### src/rtl/mealy_frame_ctrl.sv
// mealy_frame_ctrl
//   Takes symbol frames from an upstream valid/ready stream. Before each frame
//   it clears the 2-bit Mealy recognizer, then feeds it one symbol per accepted
//   beat. It collects the recognizer outputs and returns one result record per
//   frame over a second valid/ready handshake.
//
//   state | meaning
//   ------+--------------------------------------------------------------
//   IDLE  | waiting for s_valid; result counters are zeroed on exit
//   CLR   | one-cycle recognizer clear pulse
//   RUN   | feeding accepted symbols to the recognizer
//   DRAIN | frame hit MAX_LEN without s_last; discard beats up to s_last
//   RESP  | presenting the result record until r_ready
//
// Ports
//   clk, rst                 clock (rising edge), async active-low reset
//   s_valid/s_ready/s_sym/s_last   upstream symbol stream
//   det_clr/det_en/det_a/det_y     recognizer interface (det_y is combinational)
//   r_valid/r_ready          result handshake
//   r_hits, r_len, r_last_y, r_ovf result record
//   busy                     controller is not in IDLE
module mealy_frame_ctrl #(
  parameter int MAX_LEN = 16,
  parameter int CNT_W   = 8
) (
  input  logic             clk,
  input  logic             rst,
  input  logic             s_valid,
  output logic             s_ready,
  input  logic [1:0]       s_sym,
  input  logic             s_last,
  output logic             det_clr,
  output logic             det_en,
  output logic [1:0]       det_a,
  input  logic [1:0]       det_y,
  output logic             r_valid,
  input  logic             r_ready,
  output logic [CNT_W-1:0] r_hits,
  output logic [CNT_W-1:0] r_len,
  output logic [1:0]       r_last_y,
  output logic             r_ovf,
  output logic             busy
);

  typedef enum logic [2:0] {IDLE, CLR, RUN, DRAIN, RESP} state_t;

  localparam logic [CNT_W-1:0] ONE      = CNT_W'(1);
  localparam logic [CNT_W-1:0] HITS_MAX = '1;
  localparam logic [CNT_W-1:0] LEN_LAST = CNT_W'(MAX_LEN - 1);

  state_t           state, state_nxt;
  logic [CNT_W-1:0] hits, len;
  logic [1:0]       last_y;
  logic             ovf;
  logic             accept;
  logic             len_full;

  // the beat being accepted now is the MAX_LEN-th symbol of the frame
  assign len_full = (len == LEN_LAST);
  assign accept   = s_valid & s_ready;

  always_comb begin
    state_nxt = state;
    s_ready   = 1'b0;
    det_clr   = 1'b0;
    det_en    = 1'b0;
    det_a     = 2'b00;
    r_valid   = 1'b0;
    case (state)
      IDLE: begin
        if (s_valid) state_nxt = CLR;
      end
      CLR: begin
        det_clr   = 1'b1;
        state_nxt = RUN;
      end
      RUN: begin
        s_ready = 1'b1;
        if (s_valid) begin
          det_en = 1'b1;
          det_a  = s_sym;
          if (s_last)        state_nxt = RESP;
          else if (len_full) state_nxt = DRAIN;
        end
      end
      DRAIN: begin
        s_ready = 1'b1;
        if (s_valid && s_last) state_nxt = RESP;
      end
      RESP: begin
        r_valid = 1'b1;
        if (r_ready) state_nxt = IDLE;
      end
      default: state_nxt = IDLE;
    endcase
  end

  always_ff @(posedge clk or negedge rst) begin
    if (!rst) begin
      state  <= IDLE;
      hits   <= '0;
      len    <= '0;
      last_y <= 2'b00;
      ovf    <= 1'b0;
    end else begin
      state <= state_nxt;
      case (state)
        IDLE: begin
          if (s_valid) begin
            hits   <= '0;
            len    <= '0;
            last_y <= 2'b00;
            ovf    <= 1'b0;
          end
        end
        RUN: begin
          if (accept) begin
            len    <= len + ONE;
            last_y <= det_y;
            if (det_y != 2'b00 && hits != HITS_MAX) hits <= hits + ONE;
            // s_last on the MAX_LEN-th beat is a normal end, not an overflow
            if (!s_last && len_full) ovf <= 1'b1;
          end
        end
        default: ;
      endcase
    end
  end

  assign r_hits   = hits;
  assign r_len    = len;
  assign r_last_y = last_y;
  assign r_ovf    = ovf;
  assign busy     = (state != IDLE);

endmodule

### config.mk
export PLATFORM = sky130hd
export DESIGN_NAME = mealy_frame_ctrl
export DESIGN_NICKNAME = d
export VERILOG_FILES = /design/src/rtl/mealy_frame_ctrl.sv
export SDC_FILE = /design/constraint.sdc
export NUM_CORES = 1
export LEC_CHECK = 0
export CAP_MARGIN = 40
export CORE_ASPECT_RATIO = 0.8
export CORE_MARGIN = 2
export CORE_UTILIZATION = 40
export CTS_CLUSTER_SIZE = 10
export DETAILED_ROUTE_END_ITERATION = 10
export MAX_ROUTING_LAYER = met4
export PLACE_DENSITY = 0.77
export REMOVE_ABC_BUFFERS = 1
export SYNTH_ARGS = -nofsm -noshare
export SYNTH_HDL_FRONTEND = slang
export SYNTH_SLANG_ARGS = --single-unit
### constraint.sdc
create_clock -name clk -period 1.45 [get_ports clk]
set_input_delay 0.2175 -clock clk [delete_from_list [all_inputs] [get_ports clk]]
set_output_delay 0.2175 -clock clk [all_outputs]
set_load 0.01 [all_outputs]
* Word level (Yosys, flattened, before mapping)
Cells that the tools add are included.
** Word-level totals
- Register bits :: 22
- Bits in latches :: 0
- RAM bits :: 0
- ROM bits :: 0
- Input port bits :: 9
- Output and inout port bits :: 26
- Logic and storage cells :: 62
- Memories :: 0
** Operators by class
- $add $sub $neg :: 2
- Multiply operators :: 0
- Div/mod/pow operators :: 0
- $lt $le $gt $ge :: 0
- Equality and inequality tests :: 14
- Shift operators :: 0
- Multiplexer cells :: 27
- Bitwise logic cells :: 1
- Reductions and logical operators :: 13
** Operators with widths (number)
- $mux 8 :: 4
- $pmux 8 s2 :: 2
- $mux 3 :: 6
- $add 8x1->8 const B :: 2
- $pmux 3 s5 :: 1
- $ne 2x2->1 const B :: 7
- $eq 8x4->1 const B :: 1
- $mux 1 :: 8
- $mux 2 :: 4
- $ne 8x8->1 const B :: 1
- $reduce_and 4->1 :: 2
- $eq 3x2->1 const B :: 2
- $reduce_and 5->1 :: 1
- $pmux 2 s2 :: 1
- $reduce_bool 2->1 :: 2
- $eq 3x1->1 const B :: 1
- $eq 3x3->1 const B :: 1
- $logic_and 1x1->1 :: 3
- $logic_not 3->1 :: 1
- $ne 3x3->1 const B :: 1
- $reduce_and 3->1 :: 1
- $reduce_bool 3->1 :: 1
- $pmux 1 s2 :: 1
- $reduce_or 2->1 :: 1
- 2 further kinds :: 2

* Longest topological paths before layout
Gate-level depths: netlist (run 1).
- Word-level depth :: 6
- Depth in mapped cells :: 6
- Gate-level depth less buffers :: 5

* Worst setup path after synthesis (run 1)
No wires, ideal clock.
- Path type :: register -> register
- From :: register hits[0], in the netlist r_hits[0]
- To :: register hits[0], in the netlist r_hits[0]
- Setup time :: 0.125 ns
- Arrival time :: 1.533 ns
- Required time :: 1.325 ns
- Slack :: -0.208 ns
- Stages on the path, launching flop included :: 6
- Buffers on the path :: 0
- Clock period less this slack :: 1.658 ns
- Cells stage by stage :: dfrtp_1 > ha_1 > nand3_1 > o32ai_4 > nor2_1 > mux2_4
** On the way
- Longest elaborated chain between the ends :: 4
- Elaborated cells between the ends (all ways) :: 8
- Those cells by class :: 1 x add/sub; 2 x eq/ne; 3 x mux; 2 x reduce/logical
** RTL lines
- start, declared :: line 52 : logic [CNT_W-1:0] hits, len;
- start signal, assigned :: line 120 : if (det_y != 2'b00 && hits != HITS_MAX) hits <= hits + ONE;
- $add 8x1->8 or $ne 8x8->1 (tied branches) :: line 120
- $mux 8 or $logic_and 1x1->1 (tied branches) :: line 120
- $mux 8 or $ne 2x2->1 (tied branches)
- $pmux 8 s2 or $reduce_and 4->1 (tied branches)
Several ways; a longest one is shown, not always the timed one. The select of a mux whose other input is x is not followed.
A chain may end at the register's enable or synchronous reset.

* Final worst setup path (run 1)
- From :: register state[2]
- To :: register hits[0], in the netlist r_hits[0]
** On the way
- Longest elaborated chain between the ends :: 6
- Elaborated cells between the ends (all ways) :: 12
- Those cells by class :: 5 x eq/ne; 2 x mux; 1 x bitwise; 4 x reduce/logical
** RTL lines
- start, declared :: line 51 : state_t state, state_nxt;
- start signal, assigned :: line 106 : state <= state_nxt;
- $eq 3x2->1, on equally long branches :: line 69, 107
- $reduce_or 2->1 (no source line)
- $mux 1 :: line 69 : case (state)
- $and 1x1->1 :: line 60 : assign accept = s_valid & s_ready;
- $ne 2x2->1 (no source line)
- $reduce_and 4->1 (no source line)
Several ways; a longest one is shown, not always the timed one.

==> PnR_summary.wiki, run 1 <==
{| class="wikitable"
! Metric !! Value
|-
| Ports || 35
|-
| Share of post-route cells with drive strength above 1 || 45.0%
|-
| CP Class || reg -> reg
|-
| Worst Max-Slew Pin Slew || 0.341 ns
|-
| Buffers from clock root to sink, at most || 2
|-
| Launching instance or port of the critical path || state[2]
|-
| Top library cells by usage in the layout, fill and taps aside || sky130_fd_sc_hd__buf_4 (35), sky130_fd_sc_hd__dfrtp_1 (20), sky130_fd_sc_hd__nand2_1 (16), sky130_fd_sc_hd__buf_6 (15), sky130_fd_sc_hd__dlygate4sd2_1 (12)
|-
| Fraction of the yosys area taken by sequential cells || 45.2%
|-
| Worst ir drop on vdd || 920 uV
|-
| First-iteration detailed-routing DRC count || 60
|-
| Vias in the first global route || 1,338
|-
| Lkg Pwr || 1.07 nW
|-
| Number of hold buffers added after CTS || 0
|-
| Total area of sequential cells || 553 um2
|-
| Wire length per cell after detailed routing || 19.4 um
|-
| Post-route insts no fill || 238
|-
| Pin count of the biggest net entering global routing || 23
|-
| Failing checks || negative setup slack
|-
| Root Driver || sky130_fd_sc_hd__clkbuf_8
|-
| Clock transition at path regs || 0.09 ns
|-
| Final HPWL from detailed placement || 2.41 mm
|-
| Area growth, synth to finish || 75.5%
|-
| Area of the placeable core || 2830 um2
|-
| Number of hold violations in the final report || 0
|-
| Endpoint of the worst register-to-register path || r_hits[0]
|-
| Top cell type by total area after synthesis || sky130_fd_sc_hd__dfrtp_1
|-
| CTS H-tree lvls || 1
|-
| Max-capacitance violation count || 0
|-
| Final core utilization || 75.5%
|-
| Final global-route overflow total || 0
|-
| Area contributors post-synth || sky130_fd_sc_hd__dfrtp_1 (45%), sky130_fd_sc_hd__nand2_1 (5.2%), sky130_fd_sc_hd__o21ai_0 (4.5%)
|-
| Initial core utilization || 43.0%
|-
| Synth Instances || 121
|-
| Warnings, synthesis || 0
|-
| Number of nets in the layout || 212
|-
| DR vias || 1,401
|-
| Setup WS post-layout || -0.219 ns
|-
| RR Startpoint || state[2]
|-
| Result of the run || finished, violations left
|-
| Final routed DRC violation total || 0
|-
| Most frequent standard cell in the layout excluding fill and tap cells || sky130_fd_sc_hd__buf_4
|-
| Area share of the leading cell type in the synthesized netlist || 45.2%
|-
| Mean instance size in the synthesized netlist || 10.1 um2
|-
| Number of rows created at floorplan || 17
|-
| Cell Count Post-Placement || 212
|-
| Die Y || 53.3 um
|-
| Vias/cell || 5.89
|-
| Clock Latency Late Sink || 0.27 ns
|-
| Final worst path period share || 115%
|-
| Flops & latches, synth || 22
|-
| Register-to-register setup slack || -0.22 ns
|-
| Total power || 3.22 mW
|-
| Clock net sink count || 22
|-
| Logic depth of the worst register-to-register path || 4
|-
| Highest net fanout along the worst path || 6
|-
| Final Routed Wirelength || 4.62 mm
|-
| Setup repair after global routing missed its margin || yes
|-
| Worst-case hold slack || 0.327 ns
|-
| Count of distinct cell types in the synthesized netlist || 36
|-
| Port Buffers || 34
|-
| Router iterations before antenna repair || 4
|-
| Pwr Density || 1510 nW/um2
|-
| Fin crit period || 1.67 ns
|-
| Max-Slew Margin vs Limit || 77.3%
|-
| N_diodes || 0
|-
| Worst Path Required || 1.61 ns
|-
| Endpoint of the worst setup timing path || r_hits[0]
|-
| CTS tree || yes
|-
| Worst setup SP type || flip-flop
|-
| Global Route Usage Sum || 27.1%
|-
| Post-synth design cell area || 1220 um2
|-
| Type of the tightest min-delay check || in -> async
|-
| Filler instances || 175
|-
| Final Skew || 0.00818 ns
|-
| Remaining antenna violation count || 0
|-
| Number of antenna violations at the first check in global routing || 0
|-
| Setup WS pre-CTS || -0.443 ns
|-
| Finish-stage setup viols || 27
|-
| Peak Freq || 599 MHz
|-
| Clock buffer count from CTS || 3
|-
| Endpoint arrival time on the critical path || 1.82 ns
|-
| Final number of max-transition violations || 0
|-
| Wire length of the first global-routing pass || 6.78 mm
|-
| Die W || 65.7 um
|-
| Routability-driven placement congestion ratio || 0.868
|-
| Floorplan die area || 3500 um2
|-
| Area taken by multi-input logic gates || 741 um2
|-
| CP endpoint kind || flip-flop
|}
[per-stage QoR]
| step | TNS (ns) | instance area, um2 |
|---|---|---|
| 5_1_grt | -3.87 | 2140 |
| 6_report | -3.14 | 2140 |
| 3_3_place_gp | -6.52 | 1740 |
| 3_5_place_dp | -7.39 | 1740 |
| 2_1_floorplan | -1.26 | 1170 |
| 4_1_cts | -1.12 | 2030 |
[area by class of cell]
type                            instances  area share, %
Tap cell                               38           2.22
Sequential cell                        22           25.9
Clock buffer                            3           1.93
Timing Repair Buffer                   81           33.5
Multi-Input combinational cell         91           34.7
Clock inverter                          1           1.41
Inverter                                2          0.351
[timing repair]
action	4_1_cts	5_1_grt
endpoints found under the setup margin	35	31
resized for setup	70	22
setup buffers	18	4
pin swaps	15	10
endpoints found under the hold margin	0	0
[sequential cells by signal, indices dropped and copies added, names as in the netlist]
register	cells
r_hits	8
r_last_y	2
r_len	8
r_ovf	1
state	3
[cells by family (layout without fill, tap and decap cells)]
| family | Yosys count | after routing | share of synthesized area [%] |
|---|---|---|---|
| compound gates | 29 | 29 | 18.6 |
| fa+ha+maj | 2 | 2 | 2.06 |
| buf+inv | 8 | 87 | 4.73 |
| flops | 22 | 22 | 45.2 |
| mux | 5 | 5 | 4.52 |
| simple gates | 55 | 55 | 24.9 |
[cell usage after synthesis]
| library cell | count |
|---|---|
| sky130_fd_sc_hd__or4b_1 | 1 |
| sky130_fd_sc_hd__nor3b_1 | 3 |
| sky130_fd_sc_hd__nand4_1 | 3 |
| sky130_fd_sc_hd__o21ai_0 | 11 |
| sky130_fd_sc_hd__mux2i_1 | 4 |
| sky130_fd_sc_hd__nand3_1 | 4 |
| sky130_fd_sc_hd__buf_6 | 3 |
| sky130_fd_sc_hd__a31oi_1 | 2 |
| sky130_fd_sc_hd__and2_1 | 3 |
| sky130_fd_sc_hd__o21a_1 | 1 |
| sky130_fd_sc_hd__or3_1 | 1 |
| sky130_fd_sc_hd__buf_2 | 1 |
| sky130_fd_sc_hd__nor2_1 | 9 |
| sky130_fd_sc_hd__nor3_1 | 4 |
| sky130_fd_sc_hd__or4_1 | 1 |
| sky130_fd_sc_hd__buf_4 | 1 |
| sky130_fd_sc_hd__inv_1 | 1 |
| sky130_fd_sc_hd__dfrtp_1 | 22 |
| sky130_fd_sc_hd__or3b_1 | 1 |
| sky130_fd_sc_hd__o32ai_4 | 1 |
| sky130_fd_sc_hd__a21o_1 | 1 |
| sky130_fd_sc_hd__nor4_1 | 2 |
| sky130_fd_sc_hd__a211oi_1 | 1 |
| sky130_fd_sc_hd__a22o_1 | 5 |
| sky130_fd_sc_hd__clkbuf_1 | 1 |
| sky130_fd_sc_hd__o22a_2 | 4 |
| sky130_fd_sc_hd__nor2b_1 | 2 |
| sky130_fd_sc_hd__a21oi_1 | 2 |
| sky130_fd_sc_hd__mux2_4 | 1 |
| sky130_fd_sc_hd__and3_1 | 2 |
| sky130_fd_sc_hd__ha_1 | 2 |
| sky130_fd_sc_hd__nand4bb_4 | 1 |
| sky130_fd_sc_hd__nand3b_1 | 1 |
| sky130_fd_sc_hd__inv_2 | 1 |
| sky130_fd_sc_hd__nand2_1 | 17 |
| sky130_fd_sc_hd__o21a_4 | 1 |
[layer usage]
metal  global-route usage, %  wire length, um  share of wire (%)
met5                       -                0                  0
met4                    13.9              193                4.2
met1                    30.9             1870                 40
met2                    48.3             2370                 51
met3                    2.13              190                4.1
[power breakdown]
group          internal, mW  total [mW]  switching, mW
sequential            0.733       0.854          0.121
combinational         0.966        1.77          0.808
clock                 0.369       0.594          0.225
[worst max-delay path, stage by stage (launching register included)]
cell and delay, ns:
sky130_fd_sc_hd__dfrtp_1 0.43, sky130_fd_sc_hd__buf_6 0.14, sky130_fd_sc_hd__or4b_4 0.55, sky130_fd_sc_hd__o21a_4 0.17, sky130_fd_sc_hd__mux2_4 0.27
[worst min-delay path by stage]
stage	start	endpoint	slack, ns	depth (start not counted)
floorplan	rst	r_hits[0]	-0.08	0
global placement	r_last_y[0]	r_last_y[0]	0.48	1
detailed placement	r_last_y[1]	r_last_y[1]	0.48	1
CTS	rst	state[0]	0.30	2
global route	rst	state[0]	0.37	2
finish	rst	state[0]	0.33	2
Power figures use the tool's default switching activity.
==> run 2, diff against run 1 <==
--- a/config.mk
+++ b/config.mk
@@ -6,13 +6,15 @@
 export NUM_CORES = 1
 export LEC_CHECK = 0
 export CAP_MARGIN = 40
+export CELL_PAD_IN_SITES_DETAIL_PLACEMENT = 0
+export CELL_PAD_IN_SITES_GLOBAL_PLACEMENT = 1
 export CORE_ASPECT_RATIO = 0.8
 export CORE_MARGIN = 2
-export CORE_UTILIZATION = 40
+export CORE_UTILIZATION = 32
 export CTS_CLUSTER_SIZE = 10
 export DETAILED_ROUTE_END_ITERATION = 10
 export MAX_ROUTING_LAYER = met4
-export PLACE_DENSITY = 0.77
+export PLACE_DENSITY = 0.8
 export REMOVE_ABC_BUFFERS = 1
 export SYNTH_ARGS = -nofsm -noshare
 export SYNTH_HDL_FRONTEND = slang
==> PnR_summary.wiki, run 2 (synthesis gave the netlist of run 1 again) <==
{| class="wikitable"
! Metric !! Value
|-
| CP Class || reg -> reg
|-
| Port Buffers || 34 (unchanged)
|-
| Pwr Density || 1410 nW/um2 (-6.7%)
|-
| Setup WS post-layout || -0.127 ns (+0.0919 ns)
|-
| Vias in the first global route || 1,187 (-11%)
|-
| Peak per-stage delay on the critical path || 0.55 ns (about the same)
|-
| Ports || 35 (unchanged)
|-
| Total power || 2.93 mW (-9.2%)
|-
| Number of hold buffers added after CTS || 0 (unchanged)
|-
| Number of nets in the layout || 209 (-1.4%)
|-
| Finish-stage setup viols || 16 (-41%)
|-
| Final number of max-transition violations || 0 (unchanged)
|-
| Final worst path period share || 109% (-6.3 points)
|-
| Setup repair after global routing missed its margin || yes
|-
| First-iteration detailed-routing DRC count || 34 (-43%)
|-
| Router iterations before antenna repair || 4 (unchanged)
|-
| Final Skew || 0.00702 ns (-0.00117 ns)
|-
| CP endpoint kind || flip-flop
|-
| CP Buf/Inv Count || 1 (unchanged)
|-
| Endpoint arrival time on the critical path || 1.74 ns (-0.08 ns)
|-
| Final Routed Wirelength || 3.42 mm (-26%)
|-
| Share of post-route cells with drive strength above 1 || 41.6% (-3.4 points)
|-
| Pin count of the biggest net entering global routing || 23 (unchanged)
|-
| Lkg Pwr || 1.00 nW (-6.4%)
|-
| Worst setup SP type || flip-flop
|-
| Total area of sequential cells || 552 um2 (-0.23%)
|-
| Worst Path Required || 1.61 ns (about the same)
|-
| Final core utilization || 55.8% (-20 points)
|-
| Vias/cell || 5.09 (-14%)
|-
| Floorplan die area || 4320 um2 (+23%)
|-
| Clock transition at path regs || 0.09 ns (about the same)
|-
| Fin crit period || 1.58 ns (-0.0919 ns)
|-
| Final HPWL from detailed placement || 2.32 mm (-3.7%)
|-
| Cell Count Post-Placement || 219 (+3.3%)
|-
| Number of antenna violations at the first check in global routing || 0 (unchanged)
|-
| Wire length of the first global-routing pass || 5.41 mm (-20%)
|-
| Highest net fanout along the worst path || 6 (unchanged)
|-
| Buffers from clock root to sink, at most || 2 (unchanged)
|-
| Wire length per cell after detailed routing || 14.2 um (-27%)
|-
| DR vias || 1,226 (-12%)
|-
| Filler instances || 335 (+91%)
|-
| Max-capacitance violation count || 0 (unchanged)
|-
| Max-Slew Margin vs Limit || 79.5% (+2.2 points)
|-
| Post-route insts no fill || 241 (+1.3%)
|-
| Type of the tightest min-delay check || in -> async
|-
| Area growth, synth to finish || 70.8%
|-
| Routability-driven placement congestion ratio || 0.778 (-10%)
|-
| Total Negative Setup Slacks || -0.823 ns (+2.32 ns)
|-
| Area taken by multi-input logic gates || 719 um2 (-2.9%)
|-
| Critical path's slowest cell || sky130_fd_sc_hd__or4b_4
|-
| Final routed DRC violation total || 0 (unchanged)
|-
| Worst ir drop on vdd || 1030 uV (+12%)
|-
| Failing checks || negative setup slack
|-
| Area of the placeable core || 3730 um2 (+32%)
|-
| Clock Latency Late Sink || 0.27 ns (about the same)
|-
| Number of rows created at floorplan || 20 (+3)
|-
| Global Route Usage Sum || 16.6% (-10 points)
|-
| Number of hold violations in the final report || 0 (unchanged)
|-
| Remaining antenna violation count || 0 (unchanged)
|-
| Final global-route overflow total || 0 (unchanged)
|-
| Worst Max-Slew Pin Slew || 0.307 ns (-0.0335 ns)
|-
| Most frequent standard cell in the layout excluding fill and tap cells || sky130_fd_sc_hd__buf_4
|-
| Clock net sink count || 22 (unchanged)
|-
| Top library cells by usage in the layout, fill and taps aside || sky130_fd_sc_hd__buf_4 (34), sky130_fd_sc_hd__dfrtp_1 (21), sky130_fd_sc_hd__nand2_1 (16), sky130_fd_sc_hd__clkdlybuf4s50_1 (13), sky130_fd_sc_hd__dlygate4sd2_1 (13)
|-
| Worst path cell trace || buf_6 -> or4b_4 -> o21a_4 -> mux2_4
|-
| Peak Freq || 634 MHz (+5.8%)
|-
| Root Driver || sky130_fd_sc_hd__clkbuf_8
|-
| Initial core utilization || 32.7% (-10 points)
|-
| Result of the run || finished, violations left
|-
| N_diodes || 0 (unchanged)
|-
| CTS H-tree lvls || 1 (unchanged)
|-
| CTS tree || yes
|-
| Clock buffer count from CTS || 3 (unchanged)
|-
| Top cell family by delay on the critical path || simple AND/OR/NAND/NOR gates
|-
| Die W || 73.0 um (+11%)
|-
| Die Y || 59.2 um (+11%)
|}
==> run 2: changes by cell type in the layout (fill, tap and decap cells not counted), sizes merged <==
cell / change
buf: -4
dlymetal6s2s: -3
clkdlybuf4s50: +2
clkbuf: +1
dlygate4sd2: +1
==> run 2: final cells by class <==
type,instances,area share (%)
inverter,2,0.361
sequential,22,26.5
timing repair buffer,78,32.4
clock inverter,1,1.44
tap,44,2.65
multi-input combinational,91,34.6
clock buffer,3,1.99
==> run 2: final timing paths <==
path                                     to  cells after the start  slack, ns        start
worst min-delay path              r_hits[0]                      2       0.30          rst
min in group clk                r_last_y[0]                      1       0.51  r_last_y[0]
worst min register to register  r_last_y[0]                      1       0.51  r_last_y[0]
max in group asynchronous          state[2]                      2       0.90          rst
worst max-delay path              r_hits[0]                      4      -0.13     state[1]
worst max register to register    r_hits[0]                      4      -0.13     state[1]
==> run 2: per-stage QoR <==
stage | area, um2 | setup slack [ns] | hold slack, ns
2_1_floorplan | 1170 | -0.208 | -0.0781
3_3_place_gp | 1760 | -0.457 | 0.481
3_5_place_dp | 1760 | -0.478 | 0.493
4_1_cts | 1940 | -0.119 | 0.303
5_1_grt | 2080 | -0.168 | 0.337
6_report | 2080 | -0.127 | 0.295
==> run 2: report_power, final <==
group | internal (mW) | switching [mW] | leakage (nW)
Clock | 0.369 | 0.212 | 0.0357
Combinational | 0.853 | 0.667 | 0.669
Sequential | 0.731 | 0.0942 | 0.296
==> run 2: metal layers <==
layer  up-vias  part of all wire, %  global-route usage (%)
met1       585                   45                    20.4
met2        46                   49                    27.9
li1        591                    -                       -
met3         4                  5.3                    3.91
met5         -                    0                       -
met4         0                 0.88                    3.97
==> run 2: timing repair <==
| item | CTS | global route |
|---|---|---|
| gates cloned | 0 | 0 |
| gates resized for setup | 60 | 18 |
| endpoints found under the setup margin | 39 | 26 |
| pin swaps | 9 | 11 |
| endpoints found under the hold margin | 0 | 0 |
| buffers inserted | 9 | 9 |
